[src/rtl/tft_defs.sv]
// ============================================================================
// Module      : tft_defs (package)
// Description : Shared TFT video-path constants: colours, pipeline latency,
//               sprite mode encodings and the per-pixel control record.
// Revision    : 1.0 - initial sprite overlay support
// ============================================================================
`default_nettype none

package tft_defs;

    localparam logic [23:0] c_black   = 24'h000000;
    localparam logic [23:0] c_white   = 24'hFFFFFF;
    localparam logic [23:0] c_red     = 24'hFF0000;
    localparam logic [23:0] c_green   = 24'h00FF00;
    localparam logic [23:0] c_blue    = 24'h0000FF;
    localparam logic [23:0] c_yellow  = 24'hFFFF00;
    localparam logic [23:0] c_cyan    = 24'h00FFFF;
    localparam logic [23:0] c_magenta = 24'hFF00FF;

    // Clocks from pix_x/pix_y to rgb_data; the timing generator pre-advances by this.
    localparam int c_latency = 3;

    localparam logic [1:0] c_mode_off    = 2'b00;
    localparam logic [1:0] c_mode_steady = 2'b01;
    localparam logic [1:0] c_mode_blink  = 2'b10;
    localparam logic [1:0] c_mode_invert = 2'b11;

    typedef struct packed {
        logic in_win;
        logic vs;
        logic show;
        logic inv;
    } pix_ctl_t;

endpackage

`default_nettype wire

[src/rtl/sprite_rom.sv]
// ============================================================================
// Module      : sprite_rom
// Description : Synchronous single-port 1-bit bitmap ROM with registered q.
// Revision    : 1.0 - initial release
// ============================================================================
`default_nettype none

module sprite_rom #(
    parameter string ROM_INIT = "sprite.mif",
    parameter int    DEPTH    = 20000,
    parameter int    BMP_W    = 200,
    parameter int    ADDR_W   = 15
) (
    input  logic              clk,
    input  logic [ADDR_W-1:0] i_addr,
    output logic              o_q
);

    // Image is generated from the address; "solid" selects an all-ones bitmap,
    // any other name the checkerboard bring-up image.
    localparam logic        c_solid   = (ROM_INIT == "solid");
    localparam int unsigned c_depth_u = DEPTH;
    localparam int unsigned c_bmp_w_u = BMP_W;

    logic r_q;

    function automatic logic image_bit(input logic [ADDR_W-1:0] a);
        int unsigned v;
        v = 32'(a);
        if (v >= c_depth_u) return 1'b0;
        if (c_solid) return 1'b1;
        return (((v % c_bmp_w_u) + (v / c_bmp_w_u)) % 2) == 0;
    endfunction

    always_ff @(posedge clk) begin
        r_q <= image_bit(i_addr);
    end

    assign o_q = r_q;

endmodule

`default_nettype wire

[src/rtl/sprite_overlay.sv]
// ============================================================================
// Module      : sprite_overlay
// Description : Scaled 1-bit sprite renderer with steady/blink/invert modes,
//               three-stage pipeline from pixel coordinates to RGB888.
// Revision    : 1.0 - initial release
// ============================================================================
`default_nettype none

module sprite_overlay
    import tft_defs::*;
#(
    parameter int          X0           = 220,
    parameter int          Y0           = 190,
    parameter int          BMP_W        = 200,
    parameter int          BMP_H        = 100,
    parameter int          SCALE_LOG2   = 0,
    parameter int          BLINK_FRAMES = 30,
    parameter logic [23:0] FG           = 24'hFFFFFF,
    parameter logic [23:0] BG           = 24'h000000,
    parameter string       ROM_INIT     = "sprite.mif"
) (
    input  logic        tft_clk_9m,
    input  logic        sys_rst,
    input  logic [9:0]  pix_x,
    input  logic [9:0]  pix_y,
    input  logic        vsync,
    input  logic [1:0]  mode,
    output logic [23:0] rgb_data,
    output logic        rgb_valid
);

    localparam int          c_scale     = 1 << SCALE_LOG2;
    localparam int          c_depth     = BMP_W * BMP_H;
    localparam int          c_addr_w    = (c_depth > 1) ? $clog2(c_depth) : 1;
    localparam logic [11:0] c_x_lo      = 12'(X0);
    localparam logic [11:0] c_x_hi      = 12'(X0 + BMP_W * c_scale);
    localparam logic [11:0] c_x_last    = 12'(X0 + BMP_W * c_scale - 1);
    localparam logic [11:0] c_y_lo      = 12'(Y0);
    localparam logic [11:0] c_y_hi      = 12'(Y0 + BMP_H * c_scale);
    localparam logic [9:0]  c_sub_mask  = 10'(c_scale - 1);
    localparam logic [c_addr_w-1:0] c_row_step = c_addr_w'(BMP_W);
    localparam logic [7:0]  c_blink_last = 8'(BLINK_FRAMES - 1);

    localparam logic [0:0]  c_st_show   = 1'b0;
    localparam logic [0:0]  c_st_hide   = 1'b1;

    logic                r_vsync_d;
    logic                w_frame_start;
    logic [1:0]          r_mode_q;
    logic [1:0]          w_mode_nxt;
    logic [0:0]          r_blink_state;
    logic [0:0]          w_blink_state_nxt;
    logic [7:0]          r_blink_cnt;
    logic [7:0]          w_blink_cnt_nxt;

    logic [11:0]         w_px;
    logic [11:0]         w_py;
    logic                w_in_win;
    logic [9:0]          w_dx;
    logic [9:0]          w_dy;
    logic                w_row_last;
    logic [c_addr_w-1:0] r_row_base;
    logic [c_addr_w-1:0] w_row_base_cur;
    logic [c_addr_w-1:0] w_addr;

    pix_ctl_t            w_ctl;
    pix_ctl_t            r_s0_ctl;
    pix_ctl_t            r_s1_ctl;
    logic [c_addr_w-1:0] r_s0_addr;
    logic                w_rom_q;
    logic                w_s1_visible;
    logic [23:0]         r_rgb;
    logic                r_valid;

    assign w_frame_start = vsync & ~r_vsync_d;

    // Reset loads 1 so a reset taken mid-frame cannot fake a frame-start edge.
    always_ff @(posedge tft_clk_9m) begin
        if (sys_rst) begin
            r_vsync_d <= 1'b1;
        end else begin
            r_vsync_d <= vsync;
        end
    end

    // ---------------- address generator ----------------
    assign w_px       = {2'b00, pix_x};
    assign w_py       = {2'b00, pix_y};
    assign w_in_win   = (w_px >= c_x_lo) && (w_px < c_x_hi) &&
                        (w_py >= c_y_lo) && (w_py < c_y_hi);
    assign w_dx       = pix_x - 10'(X0);
    assign w_dy       = pix_y - 10'(Y0);
    assign w_row_last = ((w_dy & c_sub_mask) == c_sub_mask);

    assign w_row_base_cur = w_frame_start ? '0 : r_row_base;
    assign w_addr         = w_row_base_cur + c_addr_w'(w_dx >> SCALE_LOG2);

    // Bitmap row advances once per S screen lines, on the last window column.
    always_ff @(posedge tft_clk_9m) begin
        if (sys_rst || !vsync || w_frame_start) begin
            r_row_base <= '0;
        end else if (w_in_win && (w_px == c_x_last) && w_row_last) begin
            r_row_base <= r_row_base + c_row_step;
        end
    end

    // ---------------- mode / blink state machine ----------------
    always_ff @(posedge tft_clk_9m) begin
        if (sys_rst) begin
            r_mode_q      <= c_mode_off;
            r_blink_state <= c_st_show;
            r_blink_cnt   <= '0;
        end else begin
            r_mode_q      <= w_mode_nxt;
            r_blink_state <= w_blink_state_nxt;
            r_blink_cnt   <= w_blink_cnt_nxt;
        end
    end

    always_comb begin
        w_mode_nxt        = r_mode_q;
        w_blink_state_nxt = r_blink_state;
        w_blink_cnt_nxt   = r_blink_cnt;
        if (w_frame_start) begin
            w_mode_nxt = mode;
            if ((mode == c_mode_blink) && (r_mode_q == c_mode_blink)) begin
                if (r_blink_cnt == c_blink_last) begin
                    w_blink_cnt_nxt   = '0;
                    w_blink_state_nxt = (r_blink_state == c_st_show) ? c_st_hide : c_st_show;
                end else begin
                    w_blink_cnt_nxt = r_blink_cnt + 8'd1;
                end
            end else begin
                w_blink_state_nxt = c_st_show;
                w_blink_cnt_nxt   = '0;
            end
        end
    end

    // Next-state values already hold the new frame's mode/state on its first pixel.
    always_comb begin
        w_ctl        = '0;
        w_ctl.in_win = w_in_win;
        w_ctl.vs     = vsync;
        w_ctl.show   = (w_mode_nxt != c_mode_off) && (w_blink_state_nxt == c_st_show);
        w_ctl.inv    = (w_mode_nxt == c_mode_invert);
    end

    // ---------------- pipeline ----------------
    always_ff @(posedge tft_clk_9m) begin
        if (sys_rst) begin
            r_s0_ctl  <= '0;
            r_s0_addr <= '0;
            r_s1_ctl  <= '0;
        end else begin
            r_s0_ctl  <= w_ctl;
            r_s0_addr <= w_addr;
            r_s1_ctl  <= r_s0_ctl;
        end
    end

    sprite_rom #(
        .ROM_INIT (ROM_INIT),
        .DEPTH    (c_depth),
        .BMP_W    (BMP_W),
        .ADDR_W   (c_addr_w)
    ) u_rom (
        .clk    (tft_clk_9m),
        .i_addr (r_s0_addr),
        .o_q    (w_rom_q)
    );

    assign w_s1_visible = r_s1_ctl.in_win & r_s1_ctl.vs & r_s1_ctl.show;

    always_ff @(posedge tft_clk_9m) begin
        if (sys_rst) begin
            r_rgb   <= c_black;
            r_valid <= 1'b0;
        end else begin
            r_valid <= w_s1_visible;
            if (!w_s1_visible) begin
                r_rgb <= c_black;
            end else if (w_rom_q ^ r_s1_ctl.inv) begin
                r_rgb <= FG;
            end else begin
                r_rgb <= BG;
            end
        end
    end

    assign rgb_data  = r_rgb;
    assign rgb_valid = r_valid;

endmodule

`default_nettype wire

[config.mk]
export PLATFORM = sky130hd
export DESIGN_NAME = sprite_overlay
export DESIGN_NICKNAME = d
export VERILOG_FILES = /design/src/rtl/tft_defs.sv /design/src/rtl/sprite_rom.sv /design/src/rtl/sprite_overlay.sv
export SDC_FILE = /design/constraint.sdc
export NUM_CORES = 1
export LEC_CHECK = 0
export ABC_AREA = 1
export CORE_MARGIN = 1.5
export CORE_UTILIZATION = 58
export DETAILED_ROUTE_END_ITERATION = 16
export GPL_TIMING_DRIVEN = 1
export PLACE_DENSITY_LB_ADDON = 0.08
export SLEW_MARGIN = 20
export SYNTH_ARGS = -nofsm -noshare
export SYNTH_HDL_FRONTEND = slang
export SYNTH_HIERARCHICAL = 1
export SYNTH_SLANG_ARGS = --single-unit
[constraint.sdc]
create_clock -name tft_clk_9m -period 4.8 [get_ports tft_clk_9m]
set_clock_uncertainty 0.1 [all_clocks]
set_input_delay 1.44 -clock tft_clk_9m [delete_from_list [all_inputs] [get_ports tft_clk_9m]]
set_output_delay 1.44 -clock tft_clk_9m [all_outputs]
set_load 0.1 [all_outputs]
# Word level (Yosys, flattened, before mapping)
# Cells that the tools add are included.
# Widths: inputs -> output; s select.
# word_totals
out_inout_bits	25
regBits	76
input_bits	25
wordCells	65
# op_classes
bitwise	7
n_reduce_logical	12
eq_ne	5
div	2
n_lt_le_gt_ge	5
n_mux	12
add_sub_neg	5
# ops
op	n
$div 15x8->32 const B	1
$logic_not 32->1	1
$mod 15x8->32 const B	1
$mux 24	1
$ge 10x8->1 const B	2
$lt 10x9->1 const B	2
$mux 8	2
$add 15x10->15	1
$add 15x8->15 const B	1
$ge 15x15->1 const B	1
$mux 15	1
$eq 10x9->1 const B	1
$sub 10x8->10 const B	1
$add 8x1->8 const B	1
$eq 8x5->1 const B	1
$mux 1	7
$eq 2x2->1 const B	3
$logic_and 1x1->1	6
$and 1x1->1	3
$not 1->1	3
$logic_or 1x1->1	2
$mux 2	1
$reduce_bool 2->1	1
$reduce_or 2->1	1
3 further kinds	3

# Depth between registers and ports, before layout
# logic_depth
ltp_word	6
mapped_depth	40
ltp_nobuf	40

# By module
# The synthesis kept the hierarchy.
# by_module_without_submodules
module	instances	seq_area_each_um2	cells_each	area_each_um2
sprite_overlay	1	980.9	458	2980.4
sprite_rom	1	20.0	270	1522.7

# Least setup slack after synthesis
# No wires, ideal clock.
# synth_path
kind	register to register
startpoint	register r_s0_addr[10]
endpoint	register u_rom.r_q (netlist: u_rom/o_q)
n_path_buf	0
setup_slack_ps	737
arrival_ps	3850
required_ps	4587
setup_time_ps	113
synth_period_minus_slack_ps	4063
path_stages_with_launch	36
path_cell_list	dfxtp_1 > inv_1 > a21oi_1 > ha_1 > inv_1 > nand3_1 > a21oi_2 > nand3_2 > nand2_2 > nand4_1 > nand2_2 > nand3_4 > nand2_2 > nand4_2 > nand2_4 > nand3_4 > nand2_1 > nand2_2 > nor2_4 > nand2_4 > nand2_1 > nor2_1 > nand2_1 > nand3_2 > nor2_4 > nand3_1 > nand2_4 > nand3_4 > nand2_2 > nand2_1 > nand2_1 > nand2_1 > nor2_1 > nand3_1 > nor2_1 > nor2_1
# synth_between
elab_chain_len	4
word_cells_on_any_way	7
classes_between	add/sub (1); div (2); order compare (1); mux (2); reduce/logical (1)
# synth_rtl
item	line_no	rtl
start, declared	sprite_overlay.sv:69	logic [c_addr_w-1:0] r_s0_addr;
start signal, assigned	sprite_overlay.sv:157	r_s0_addr <= w_addr;
$mod 15x8->32 / $div 15x8->32 (equally long branches)	sprite_rom.sv:32	return (((v % c_bmp_w_u) + (v / c_bmp_w_u)) % 2) == 0;
$add 1x1->1	sprite_rom.sv:32	
$logic_not 32->1	sprite_rom.sv:32	
$mux 1 *	sprite_rom.sv:31	if (c_solid) return 1'b1;
end signal, assigned	sprite_rom.sv:36	r_q <= image_bit(i_addr);
end, declared	sprite_rom.sv:25	logic r_q;
# Every way passes the cells marked *; elsewhere a longest branch is shown, timed or not.
# A chain may end at the register's enable or synchronous reset.

# Worst setup path in the final report
# layout_path
startpoint	register r_s0_addr[11]
endpoint	register u_rom.r_q (netlist: u_rom/o_q)
# Same word-level chain as after synthesis.

==> results.md <==
- Status: finished clean
- Post-route DRC: 0
- Final Core Density: 75.7%
- ANT cells: 0
- Worst path arrival time: 4.91 ns
- Hold Path Class: flop to flop
- Maxcap violations: 0
- Min cycle time layout: 4.77 ns
- Net count, final: 830
- Hold EP: r_s1_ctl[0]
- R2r setup slk: 0.03 ns
- Pins over their slew limit: 0
- Starting Density: 60.7%
- Maximum fanout along the worst path: 8
- Share of cells above drive strength 1: 18.8%
- GRT Residual Overflow: 0
- First-pass iteration count of the detailed router: 5
- Worst-skew pair later-pin latency: 0.30 ns
- Worst reg-to-reg path cell count: 35
- Unrepaired setup endpoints after global routing: true
- R2R Path End: u_rom/o_q
- Total GRT Usage: 24.0%
- 1st-iter DRT viols: 148
- Pin count of the biggest net entering global routing: 25
- Net count after synthesis: 763
- Final WS setup: 0.0311 ns
- Non-filler cells, final: 890
- H-tree Lvls: 2
- Inst Count DP: 843
- Syn-to-layout area delta: 24.7%
- CTS clk-pin slew, worst paths: 0.09 ns
- PwrDens: 178 nW/um^2
- Mean Syn Cell Area: 6.16 sq um
- Fmax: 210 MHz
- CP startpoint: r_s0_addr[11]
- FP Rows: 31
- DIE AREA: 8210 sq um
- Die width: 90.6 um
- DP HPWL: 7.48 mm
- Filler cells: 559
- Final wirelength: 10.6 mm
- Critical path depth: 35
- Worst Setup End Kind: flop
- Mapped Area: 4450 sq um
- Die height: 90.6 um
- Req. time, crit path: 4.94 ns
- Synthesized instance count: 723
- Synth warn: 6
- Critical path buffers and inverters: 2
- Vias in the first global route: 4096
- Final ANT Viol Nets: 0
- Hold path cells: 2
- Input/output buffers: 48
- CTS tree: built
- CTS buffer count: 5
- VDD IR max: 197 uV
- Core area: 7330 sq um
- Root Driver: clkbuf_8
- Final Setup Violations: 0
- Slowest cell on crit path: dfxtp_4
- R2R Path Start: r_s0_addr[11]
- CTS Buffer Depth: 2
- IO Count: 50
- Slew of the pin with the lowest slew margin: 0.977 ns
- Cts hold-fix bufs: 0
- CP Class: flop to flop
- Crit-path most repeated cell: nand3_4
- CP max stage delay: 0.36 ns
- First-pass GRT wire length: 17.0 mm
- Gpl congestion: 0.885
- Number of antenna violations at the first check in global routing: 0
- Fin crit share: 99.4%
- Min-Delay Startpoint: r_s0_ctl[0]
- Pleak: 2.80 nW
- Hold Vio Cnt, Final: 0
- CP top delay family: simple AND/OR/NAND/NOR gates
- Total power: 0.000986 W
- Startpoint Class: flop
- Vias post-DR: 4568
- Place WS: -0.0428 ns
- Multi-input gate area: 3020 sq um
- WL/cell: 11.9 um
- FF+latch area: 973 sq um
- Max_slew headroom: 34.6%
- Clk sinks: 48
- Via/cell ratio: 5.13
-- how the worst max path moves through the flow --
stage	endpoint	slack, ns
floorplan	u_rom/o_q	0.74
global placement	u_rom/o_q	0.25
detailed placement	u_rom/o_q	-0.04
CTS	u_rom/o_q	0.0008
global route	u_rom/o_q	-0.32
finish	u_rom/o_q	0.03
-- flip-flops by register name (all words and copies together) (netlist names) --
register,cells
r_blink_cnt,8
r_s1_ctl,4
r_row_base,12
u_rom/o_q,1
r_mode_q,2
rgb_data,1
r_blink_state,1
r_s0_addr,13
r_s0_ctl,4
r_vsync_d,1
rgb_valid,1
-- worst reg2reg max path: cells and delay by family, from the launching register on --
| family | cells | cell delay [ns] |
|---|---|---|
| AO/OA/AOI/OAI | 2 | 0.27 |
| adder cells (fa/ha/maj) | 1 | 0.29 |
| buffers and inverters | 2 | 0.20 |
| flip-flops | 1 | 0.36 |
| AND/OR/NAND/NOR | 30 | 3.49 |
-- area by class of cell --
class,count,area share (%)
Tap cell,99,2.23
Clock inverter,3,1.24
Multi-Input combinational cell,518,54.5
Sequential cell,48,17.5
Timing Repair Buffer,90,14.6
Inverter,127,8.66
Clock buffer,5,1.24
-- cell usage in the layout, fill, tap and decap left out, drive strengths merged, types with 2 or more instances in the layout --
cell type        n
nand2          204
inv            127
nor2           104
nand3           78
clkdlybuf4s50   48
dfxtp           48
buf             42
nand4           31
a21oi           20
o21ai           19
ha              14
nor3            11
xor2             9
xnor2            6
clkbuf           5
or2              4
nor3b            3
nand3b           2
a31oi            2
nor4             2
bufinv           2
-- layer usage --
| layer | vias up | GRT usage, % | routed length, um |
|---|---|---|---|
| li1 | 2401 | - | - |
| met4 | 0 | 5.42 | 210 |
| met3 | 22 | 2.44 | 332 |
| met1 | 2043 | 28.5 | 4520 |
| met5 | - | 0 | 0 |
| met2 | 102 | 45.6 | 5500 |
-- through the flow --
step | hold slack, ns | cell area [sq um] | TNS, ns
after floorplan | 0.288 | 4450 | 0
after detailed placement | 0.295 | 4860 | -0.0428
after CTS | 0.308 | 5050 | 0
after global placement | 0.292 | 4860 | 0
final | 0.305 | 5550 | 0
after global routing | 0.328 | 5550 | -0.323
-- power by group --
group | total [W] | leakage, nW | switching [W] | internal, W
sequential | 0.000415 | 0.393 | 0.00000777 | 0.000407
clock | 0.000342 | 0.0687 | 0.000132 | 0.000210
combinational | 0.000229 | 2.34 | 0.000136 | 0.0000930
total | 0.000986 | 2.80 | 0.000276 | 0.000710
-- what timing repair did --
item	4_1_cts	5_1_grt
gates cloned	0	1
pin swaps	6	41
buffers inserted	3	35
setup endpoints to repair	1	1
gates resized for setup	4	58
(Power assumes the default switching activity.)
